$ cat config.mk
export PLATFORM = sky130hd
export DESIGN_NAME = rr_requester
export DESIGN_NICKNAME = d
export VERILOG_FILES = /design/src/rtl/rr_pkg.sv /design/src/rtl/rr_req_fifo.sv /design/src/rtl/rr_requester.sv
export SDC_FILE = /design/constraint.sdc
export NUM_CORES = 1
export LEC_CHECK = 0
export CAP_MARGIN = 20
export CORE_AREA = 2 2 132 134
export CTS_CLUSTER_SIZE = 16
export DETAILED_ROUTE_END_ITERATION = 7
export DIE_AREA = 0 0 134 136
export GPL_ROUTABILITY_DRIVEN = 0
export PLACE_DENSITY = 0.55
export SLEW_MARGIN = 20
export SYNTH_ARGS = -nofsm -noshare
export SYNTH_HDL_FRONTEND = slang
export SYNTH_SLANG_ARGS = --single-unit
$ cat constraint.sdc
create_clock -name clk -period 6 [get_ports clk]
set_input_delay 1.2 -clock clk [delete_from_list [all_inputs] [get_ports clk]]
set_output_delay 1.2 -clock clk [all_outputs]
set_load 0.01 [all_outputs]
$ cat src/rtl/rr_pkg.sv
// Shared constants and types for the round-robin requester front end.
// Optional protocol checking is selected by the RR_REQ_CHECK_EN macro in rr_requester.
package rr_pkg;

  localparam int RR_N        = 4;  // default number of clients
  localparam int RR_TS_WIDTH = 4;  // default job-length field width
  localparam int RR_DEPTH    = 4;  // default per-client queue depth

  // Client-index width for the default configuration.
  localparam int RR_CIDX_W = $clog2(RR_N);

  // Job length in beats; zero is illegal and never enters a queue.
  typedef logic [RR_TS_WIDTH-1:0] job_len_t;

endpackage

$ cat src/rtl/rr_req_fifo.sv
// Single-client queue of job lengths. A push is taken only when the queue is
// not full, even if a pop happens on the same edge; a pop is taken only when
// the queue is not empty. Simultaneous push and pop leave the count unchanged.
module rr_req_fifo
  import rr_pkg::*;
#(
  parameter int W     = RR_TS_WIDTH,
  parameter int DEPTH = RR_DEPTH
) (
  input  logic         clk,
  input  logic         reset,
  input  logic         i_push,
  input  logic [W-1:0] i_data,
  input  logic         i_pop,
  output logic         o_full,
  output logic         o_empty,
  output logic [W-1:0] o_head
);

  localparam int AW = $clog2(DEPTH);

  logic [W-1:0]  r_mem [DEPTH];
  logic [AW-1:0] r_wr_ptr;
  logic [AW-1:0] r_rd_ptr;
  logic [AW:0]   r_count;

  logic w_push_ok;
  logic w_pop_ok;

  assign o_full    = (r_count == (AW+1)'(DEPTH));
  assign o_empty   = (r_count == '0);
  assign o_head    = r_mem[r_rd_ptr];
  assign w_push_ok = i_push && !o_full;
  assign w_pop_ok  = i_pop && !o_empty;

  // Storage array: written on accepted push, contents need no reset.
  always_ff @(posedge clk) begin
    if (w_push_ok) r_mem[r_wr_ptr] <= i_data;
  end

  // Pointers and occupancy; pointers wrap naturally since DEPTH is a power of two.
  always_ff @(posedge clk) begin
    if (reset) begin
      r_wr_ptr <= '0;
      r_rd_ptr <= '0;
      r_count  <= '0;
    end else begin
      if (w_push_ok) r_wr_ptr <= r_wr_ptr + 1'b1;
      if (w_pop_ok)  r_rd_ptr <= r_rd_ptr + 1'b1;
      case ({w_push_ok, w_pop_ok})
        2'b10:   r_count <= r_count + 1'b1;
        2'b01:   r_count <= r_count - 1'b1;
        default: r_count <= r_count;
      endcase
    end
  end

endmodule

$ cat src/rtl/rr_requester.sv
// Requester-side front end for a round-robin arbiter: per-client job-length
// queues raise req while non-empty, each granted cycle issues one registered
// beat tagged with the client index, and the head job pops on its last beat.
// Optional macro RR_REQ_CHECK_EN enables the sticky protocol error flag.
//
// Handshakes: a job transfers on an edge where job_valid[i] && job_ready[i];
// a beat is consumed on an edge where grant[i] && req[i]. req never depends
// on grant, and job_ready never depends on job_valid, so there are no
// combinational loops through the arbiter or the job sources.
module rr_requester
  import rr_pkg::*;
#(
  parameter int N        = RR_N,
  parameter int ts_width = RR_TS_WIDTH,
  parameter int DEPTH    = RR_DEPTH
) (
  input  logic                    clk,
  input  logic                    reset,
  input  logic [N-1:0]            job_valid,
  input  logic [N*ts_width-1:0]   job_len,
  output logic [N-1:0]            job_ready,
  output logic [N-1:0]            req,
  input  logic [N-1:0]            grant,
  output logic                    beat_valid,
  output logic [$clog2(N)-1:0]    beat_client,
  output logic                    beat_last,
  output logic                    err
);

  localparam int CW = $clog2(N);

  logic [N-1:0]        w_full;
  logic [N-1:0]        w_empty;
  logic [N-1:0]        w_push;
  logic [N-1:0]        w_pop;
  logic [N-1:0]        w_gr;
  logic [ts_width-1:0] w_head [N];
  logic [ts_width-1:0] r_done [N];

  logic                w_sel_valid;
  logic [CW-1:0]       w_sel;
  logic                w_sel_last;

  logic                r_beat_valid;
  logic [CW-1:0]       r_beat_client;
  logic                r_beat_last;

  assign job_ready = ~w_full;
  assign req       = ~w_empty;
  assign w_gr      = grant & req;

  for (genvar g = 0; g < N; g++) begin : g_client
    // Zero-length jobs are dropped at the door so they never issue beats.
    assign w_push[g] = job_valid[g] && !w_full[g] &&
                       (job_len[g*ts_width +: ts_width] != '0);
    assign w_pop[g]  = w_sel_valid && (w_sel == CW'(g)) && w_sel_last;

    rr_req_fifo #(
      .W     (ts_width),
      .DEPTH (DEPTH)
    ) u_fifo (
      .clk     (clk),
      .reset   (reset),
      .i_push  (w_push[g]),
      .i_data  (job_len[g*ts_width +: ts_width]),
      .i_pop   (w_pop[g]),
      .o_full  (w_full[g]),
      .o_empty (w_empty[g]),
      .o_head  (w_head[g])
    );
  end

  // Serve the lowest-index client that is both granted and requesting.
  always_comb begin
    w_sel_valid = 1'b0;
    w_sel       = '0;
    for (int i = N - 1; i >= 0; i--) begin
      if (w_gr[i]) begin
        w_sel_valid = 1'b1;
        w_sel       = CW'(i);
      end
    end
    w_sel_last = ((r_done[w_sel] + 1'b1) == w_head[w_sel]);
  end

  // Head beat counters: advance on each served beat, clear on the last one.
  always_ff @(posedge clk) begin
    if (reset) begin
      for (int i = 0; i < N; i++) r_done[i] <= '0;
    end else begin
      for (int i = 0; i < N; i++) begin
        if (w_sel_valid && (w_sel == CW'(i))) begin
          r_done[i] <= w_sel_last ? '0 : r_done[i] + 1'b1;
        end
      end
    end
  end

  // Registered beat stream, one cycle after the grant is sampled.
  always_ff @(posedge clk) begin
    if (reset) begin
      r_beat_valid  <= 1'b0;
      r_beat_client <= '0;
      r_beat_last   <= 1'b0;
    end else begin
      r_beat_valid  <= w_sel_valid;
      r_beat_client <= w_sel;
      r_beat_last   <= w_sel_valid && w_sel_last;
    end
  end

  assign beat_valid  = r_beat_valid;
  assign beat_client = r_beat_client;
  assign beat_last   = r_beat_last;

`ifdef RR_REQ_CHECK_EN
  logic [N-1:0] w_zero_len;
  logic         w_err_event;
  logic         r_err;

  for (genvar g = 0; g < N; g++) begin : g_zero
    assign w_zero_len[g] = (job_len[g*ts_width +: ts_width] == '0);
  end

  // Multi-hot grant, grant to an idle client, or an accepted zero-length push.
  assign w_err_event = (|(grant & (grant - 1'b1))) ||
                       (|(grant & ~req)) ||
                       (|(job_valid & ~w_full & w_zero_len));

  // Sticky error flag, cleared only by reset.
  always_ff @(posedge clk) begin
    if (reset) r_err <= 1'b0;
    else       r_err <= r_err || w_err_event;
  end

  assign err = r_err;
`else
  assign err = 1'b0;
`endif

endmodule
# --- Word level (Yosys, flattened, before mapping) ---
# Memory sizes are Yosys's and may differ from the RTL's. A register that Yosys moved wholly into a read port is not among the register bits.
# Index checks and enable logic that the tools add are counted.
word_totals:
  mem_bits_ro: 0
  mem_bits_rw: 80
  inputBits: 26
  word_cells: 165
  memories: 5
  output_inout_bits: 13
  reg_bits: 32
  latchBits: 0
classes:
  bitwise: 8
  addsub: 21
  n_eq_ne: 16
  magnitude_cmp: 1
  shift: 0
  mul: 0
  div: 0
  mux: 53
  n_reduce_logical: 46
mem_list:
  columns: ["name", "depth", "word_bits", "rd", "rd_clocked_by_memory_dff", "write_ports", "line_no", "rtl"]
  rows:
  - ["g_client[0].u_fifo.r_mem", 4, 4, 1, 1, 1, "rr_req_fifo.sv:22", "logic [W-1:0] r_mem [DEPTH];"]
  - ["g_client[1].u_fifo.r_mem", 4, 4, 1, 1, 1, "rr_req_fifo.sv:22", null]
  - ["g_client[2].u_fifo.r_mem", 4, 4, 1, 1, 1, "rr_req_fifo.sv:22", null]
  - ["g_client[3].u_fifo.r_mem", 4, 4, 1, 1, 1, "rr_req_fifo.sv:22", null]
  - ["r_done", 4, 4, 5, 0, 4, "rr_requester.sv:38", "logic [ts_width-1:0] r_done [N];"]
ops:
  columns: ["operator", "count"]
  rows:
  - ["4-bit two-way mux", 10]
  - ["1-bit two-way mux", 26]
  - ["1-bit logical AND", 25]
  - ["2-bit two-way mux", 12]
  - ["3-bit case mux with 2 select lines", 4]
  - ["4-bit by 1-bit adder with 4-bit output (second input constant)", 5]
  - ["2-bit by 1-bit adder with 2-bit output (second input constant)", 8]
  - ["4-bit nonzero test", 4]
  - ["3-bit by 1-bit adder with 3-bit output (second input constant)", 4]
  - ["2-bit equality test (second input constant)", 6]
  - ["3-bit equality test (second input constant)", 4]
  - ["3-bit zero test", 4]
  - ["3-bit by 1-bit subtractor with 3-bit output (second input constant)", 4]
  - ["2-bit by 1-bit equality test with 1-bit output (second input constant)", 5]
  - ["4-bit binary-select mux with 2-bit select", 1]
  - ["1-bit zero test", 8]
  - ["4-bit inverter", 2]
  - ["2-bit nonzero test", 4]
  - ["4-bit AND", 1]
  - ["4-bit equality test", 1]
  - ["1-bit bitwise OR", 4]
  - ["3-bit greater-or-equal comparator (second input constant)", 1]
  - ["2-bit inverter with 3-bit output", 1]
  - ["2-bit zero test", 1]

# --- Longest topological paths before layout ---
depth:
  word_depth: 16
  ltp_mapped: 17
  ltp_nobuf: 15

# --- By module ---
# From an unflattened synthesis, not the netlist that was laid out.
hier_totals:
  hier_cells: 459
  area_unflattened_um2: 5839.4
modules_own_cells:
  columns: ["mod", "cells_per_inst", "n_inst", "area_each_um2", "seq_area_each_um2"]
  rows:
  - ["rr_req_fifo", 74, 4, 1056.0, 660.6]
  - ["rr_requester", 163, 1, 1615.3, 560.5]

# --- Least setup slack after synthesis ---
# OpenSTA, ideal clock, no wires.
synth_timing:
  path_type: "input-to-reg"
  from: "input grant[0]"
  to: "register g_client[2].u_fifo.r_count[2]"
  required_ns: 5.930
  setup_time_ns: 0.070
  path_slack_ns: 1.620
  path_buffers: 2
  stages: 17
  arrival_ns: 4.310
  cell_sequence: "o31a_1 buf_2 a31oi_4 nor2b_1 a211o_1 ha_1 xnor2_2 nor4b_4 o31ai_4 buf_2 nor2_1 ha_1 inv_1 fa_1 xor2_1 or3_1 a21oi_1"
synth_between:
  elab_chain_len: 11
  word_cells_on_any_way: 18
  classes_between: "add/sub (1); eq/ne (4); mux (6); bitwise (2); reduce/logical (4); memory (1)"
synth_lines:
  columns: ["item", "line_no", "rtl"]
  rows:
  - ["start: declaration", "rr_requester.sv:23", "input logic [N-1:0] grant,"]
  - ["4-bit AND *", "rr_requester.sv:50", "assign w_gr = grant & req;"]
  - ["parallel branches: the longest is 6 deep, another holds memory 4 x 4 bit", null, null]
  - ["1-bit logical AND *", "rr_requester.sv:56", "assign w_pop[g] = w_sel_valid && (w_sel == CW'(g)) && w_sel_last;"]
  - ["1-bit logical AND *", "rr_req_fifo.sv:34", "assign w_pop_ok = i_pop && !o_empty;"]
  - ["via g_client[2].u_fifo.w_pop_ok", "rr_req_fifo.sv:28", "logic w_pop_ok;"]
  - ["2-bit by 1-bit equality test with 1-bit output or 2-bit equality test (tied branches)", "rr_req_fifo.sv:50", "case ({w_push_ok, w_pop_ok})"]
  - ["3-bit case mux with 2 select lines or 2-bit nonzero test (tied branches)", null, null]
  - ["end signal: assignment", "rr_req_fifo.sv:51", "2'b10: r_count <= r_count + 1'b1;"]
  - ["end signal: assignment", "rr_req_fifo.sv:52", "2'b01: r_count <= r_count - 1'b1;"]
  - ["end signal: assignment", "rr_req_fifo.sv:53", "default: r_count <= r_count;"]
  - ["end: declaration", "rr_req_fifo.sv:25", "logic [AW:0] r_count;"]
# Mark *: on every way through the listed nets, which the timed path passes. The select of a mux whose other input is x is not followed.
# A chain may end at the register's enable or synchronous reset.

# --- Worst setup path after layout ---
layout_timing:
  from: "input grant[1]"
  to: "register g_client[1].u_fifo.r_count[2]"
layout_between:
  elab_chain_len: 12
  word_cells_on_any_way: 20
  classes_between: "add/sub (1); eq/ne (4); mux (8); bitwise (2); reduce/logical (4); memory (1)"
layout_lines:
  columns: ["item", "line_no"]
  rows:
  - ["4-bit AND *", "rr_requester.sv:50"]
  - ["parallel branches: the longest is 7 deep, another holds memory 4 x 4 bit", null]
  - ["1-bit logical AND *", "rr_requester.sv:56"]
  - ["1-bit logical AND *", "rr_req_fifo.sv:34"]
  - ["via g_client[1].u_fifo.w_pop_ok", "rr_req_fifo.sv:28"]
  - ["2-bit by 1-bit equality test with 1-bit output or 2-bit equality test (tied branches)", "rr_req_fifo.sv:50"]
  - ["3-bit case mux with 2 select lines or 2-bit nonzero test (tied branches)", null]
  - ["end signal: assignment", "rr_req_fifo.sv:51"]
  - ["end signal: assignment", "rr_req_fifo.sv:52"]
  - ["end signal: assignment", "rr_req_fifo.sv:53"]
  - ["end: declaration", "rr_req_fifo.sv:25"]
# Marked as above.

==> flow_summary_export.csv <==
group,metric,value,unit
setup_path,critPathKind,"input port to flip-flop",
floorplanning,die_h,136,um
detailed_routing,drt_wl_total,11200,um
setup_path,reg2reg_depth,16,
timing,setup_viol,0,
timing,hold_viol,0,
placed_design,hpwl,8230,um
setup_path,r2r-start,"g_client[1].u_fifo.r_count[2]$_SDFFE_PP0P_",
detailed_routing,drt-initial-drc-count,209,
worst_hold_path,whs_path_depth,2,
synthesis,synth_top_area_share,43.0,%
timing,fin_worst_hold_slack,0.485,ns
setup_path,r2r_slack,1.20,ns
synthesis,synthMuxAreaShare,8.37,%
global_route,grt_pass1_vias,3546,
worst_hold_path,hold_path_class,"flip-flop to flip-flop",
cts,clock_latency,0.41,ns
cts,post_cts_resized,0,
synthesis,ys_async_sr_fraction,0,%
synthesis,ys_types,52,
cts,cts_made_buffers,17,
cts,cts_num_sinks,120,
pwr,ir_worst_vdd,210,uV
synthesis,syn_inst,428,
timing,fin_crit_sh,84.2,%
global_route,antenna_found_initial,0,
cts,clk_pin_slew,0.05,ns
timing,fmax,198,MHz
synthesis,synth-main-ff-cell,"edfxtp_1",
pwr,cellPowerDensity,360,mW/mm2
run_status,status,"finished clean",
cells_and_area,multi_input_area,0.00223,mm2
cts,root_buffer,"clkbuf_16",
cells_and_area,antenna_cells,0,
synthesis,synth_xor_area_share,3.74,%
timing,rsz0062_at_grt,"no",
timing,finalCriticalPeriod,5.05,ns
setup_path,required,6.33,ns
cts,clock_path_buffers,2,
timing,worst_pin_slew,0.992,ns
worst_hold_path,holdCritStartpoint,"g_client[1].u_fifo.r_rd_ptr[1]$_SDFFE_PP0P_",
synthesis,synthSimpleGateAreaFrac,12.5,%
floorplanning,io_pins,39,
detailed_routing,wire_per_inst,15.7,um
synthesis,synth_fa_ha_area_share,7.03,%
placed_design,io_buffer_count,37,
floorplanning,rows,48,
global_route,grt_overflow,0,
synthesis,netlist_area,0.00559,mm2
floorplanning,dieArea,0.0182,mm2
timing,clock_skew,0.00732,ns
pwr,p_leak,2.39,nW
synthesis,yosysWarnings,0,
synthesis,synth_edf_count,80,
floorplanning,core,0.0169,mm2
setup_path,arrival,5.39,ns
synthesis,ys_ff_latch,120,
worst_hold_path,whs_endpoint,"g_client[1].u_fifo.r_rd_ptr[1]$_SDFFE_PP0P_",
synthesis,synth.area.top_cells,"edfxtp_1 43%, dfxtp_1 14%, mux4_2 6.4%, ha_1 5.6%, nor2_1 3.6%",
synthesis,seq_area_frac_synth,57.3,%
cells_and_area,nets,532,
global_route,grt_usage,13.1,%
synthesis,synth-compound-area-share,8.11,%
setup_path,startpoint_type,"input port",
global_route,grt_max_degree,37,
synthesis,syn-num-nets,483,
detailed_routing,drc,0,
cells_and_area,drive_gt1_share,13.1,%
detailed_routing,vias_per_cell,4.87,
cells_and_area,regArea,0.00320,mm2
detailed_routing,drt_first_pass_iters,4,
timing,final_max_slew_viol_count,0,
timing,slew_headroom,33.4,%
setup_path,end_kind,"flip-flop",
detailed_routing,vias,3476,
setup_path,path_max_fanout,18,
cts,holdBufCountCts,0,
detailed_routing,antenna_left,0,
global_route,grt_pass1_wl,18200,um
synthesis,synth_top_family_by_area,"simple AND/OR/NAND/NOR gates",
timing,fin_setup_tns,0,ns
floorplanning,start_util,33.1,%
cts,htreeDepth,4,
floorplanning,fp.dieW,134,um
cells_and_area,area_growth,21.3,%
setup_path,startpoint,"grant[1]",
run,maxCapViolations,0,
synthesis,avgSynthCellArea,13.1,um2
cells_and_area,fillCellCount,1558,
synthesis,synth_top_area_cell,"edfxtp_1",
setup_path,rr_endpoint,"g_client[1].u_fifo.r_count[2]$_SDFFE_PP0P_",
cts,cts_tree,"yes",
cts,postCtsSetupBuffers,0,
-- worst max-delay path: stages --
cell and delay (ns):
clkdlybuf4s50_1 0.44, o31ai_2 0.26, nand4_2 0.46, o22ai_1 0.25
a21oi_1 0.08, ha_1 0.26, xnor2_2 0.19, nor4b_4 0.39
o31ai_4 0.11, buf_4 0.22, nor2_1 0.23, ha_1 0.23
inv_1 0.06, fa_1 0.38, xor2_1 0.16, or3_1 0.31
a21oi_1 0.14
-- flip-flops by register name, indices dropped and copies added (netlist names), named ones only --
signal                    flops
beat_client                   2
beat_last                     1
beat_valid                    1
g_client.u_fifo.r_count      12
g_client.u_fifo.r_mem        64
g_client.u_fifo.r_rd_ptr      8
g_client.u_fifo.r_wr_ptr      8
r_done                       16
-- power breakdown --
part	switching, mW	total (mW)	internal, mW
combinational	0.261	0.460	0.199
sequential	0.0529	1.01	0.952
clock	0.337	0.975	0.638
total	0.650	2.44	1.79
-- layout make-up --
class                   instances  share of cell area (%)
well taps                     225                    4.15
flip-flops and latches        120                    47.3
clock inverters                13                    2.01
inverters                      29                    1.61
repair buffers                 40                    5.80
multi-input cells             269                    32.8
clock buffers                  18                    6.33
-- cells in the final DEF (no fill, tap or decap), types with 4 or more instances in the layout --
cell type	Yosys	layout
inv_1	28	28
mux4_2	16	16
o31a_1	4	4
mux2_2	6	6
nor2b_1	5	5
and2_1	18	18
edfxtp_1	80	80
dfxtp_1	40	40
clkinv_1	1	6
nor2_1	54	54
a21oi_1	20	20
o31ai_1	4	4
ha_1	25	25
nand3_1	10	10
nor3_1	4	4
nand2_1	13	13
xor2_1	13	13
clkdlybuf4s50_1	0	37
o21ai_0	5	5
and3_1	6	6
mux2i_1	4	4
clkinv_2	0	4
o22ai_1	5	5
or3_1	10	10
clkbuf_16	0	17
o41ai_1	4	4
xnor2_1	9	9
fa_1	4	4
-- worst max path at each step --
stage                                                             to  cells past startpoint
after floorplan           g_client[2].u_fifo.r_count[2]$_SDFFE_PP0P_                     17
after global placement    g_client[1].u_fifo.r_count[2]$_SDFFE_PP0P_                     16
after detailed placement  g_client[1].u_fifo.r_count[2]$_SDFFE_PP0P_                     16
after CTS                 g_client[1].u_fifo.r_count[2]$_SDFFE_PP0P_                     18
after global routing      g_client[1].u_fifo.r_count[2]$_SDFFE_PP0P_                     17
final                     g_client[1].u_fifo.r_count[2]$_SDFFE_PP0P_                     17
-- metrics by stage --
step           std cells  cell area [um2]  utilization, %  setup slack (ns)  power (mW)
6_report             714             6780            40.2             0.946        2.44
5_1_grt              714             6780            40.2             0.790        2.55
4_1_cts              714             6780            40.2              1.03        2.46
3_5_place_dp         683             6210            36.8             0.587        1.48
3_3_place_gp         683             6210            36.8             0.753        1.47
2_1_floorplan        428             5590               -              1.62        1.33
-- cell usage after synthesis, drive strengths merged, types with 7 or more instances --
cell type and number:
nand2 13, buf 7, inv 28, nor2 54
and2 18, mux4 16, ha 25, nand3 10
a21oi 20, dfxtp 40, xor2 13, or3 10
edfxtp 80, o21ai 7, o31ai 8, xnor2 10
-- logic make-up after synthesis --
group | count (synthesis)
other cells | 1
mux | 26
simple gates | 131
flops | 120
xor+xnor | 23
compound gates | 59
buf+inv | 39
fa+ha+maj | 29
-- metal layers --
metal  track usage, %  vias up  wire length, um
li1                 -     1666                -
met1             16.5     1712             5010
met2             21.6       89             5470
met3             4.10        9              581
met4             4.08        0              126
met5                0        -                0
Note: power is estimated with default switching activity, not from simulation.
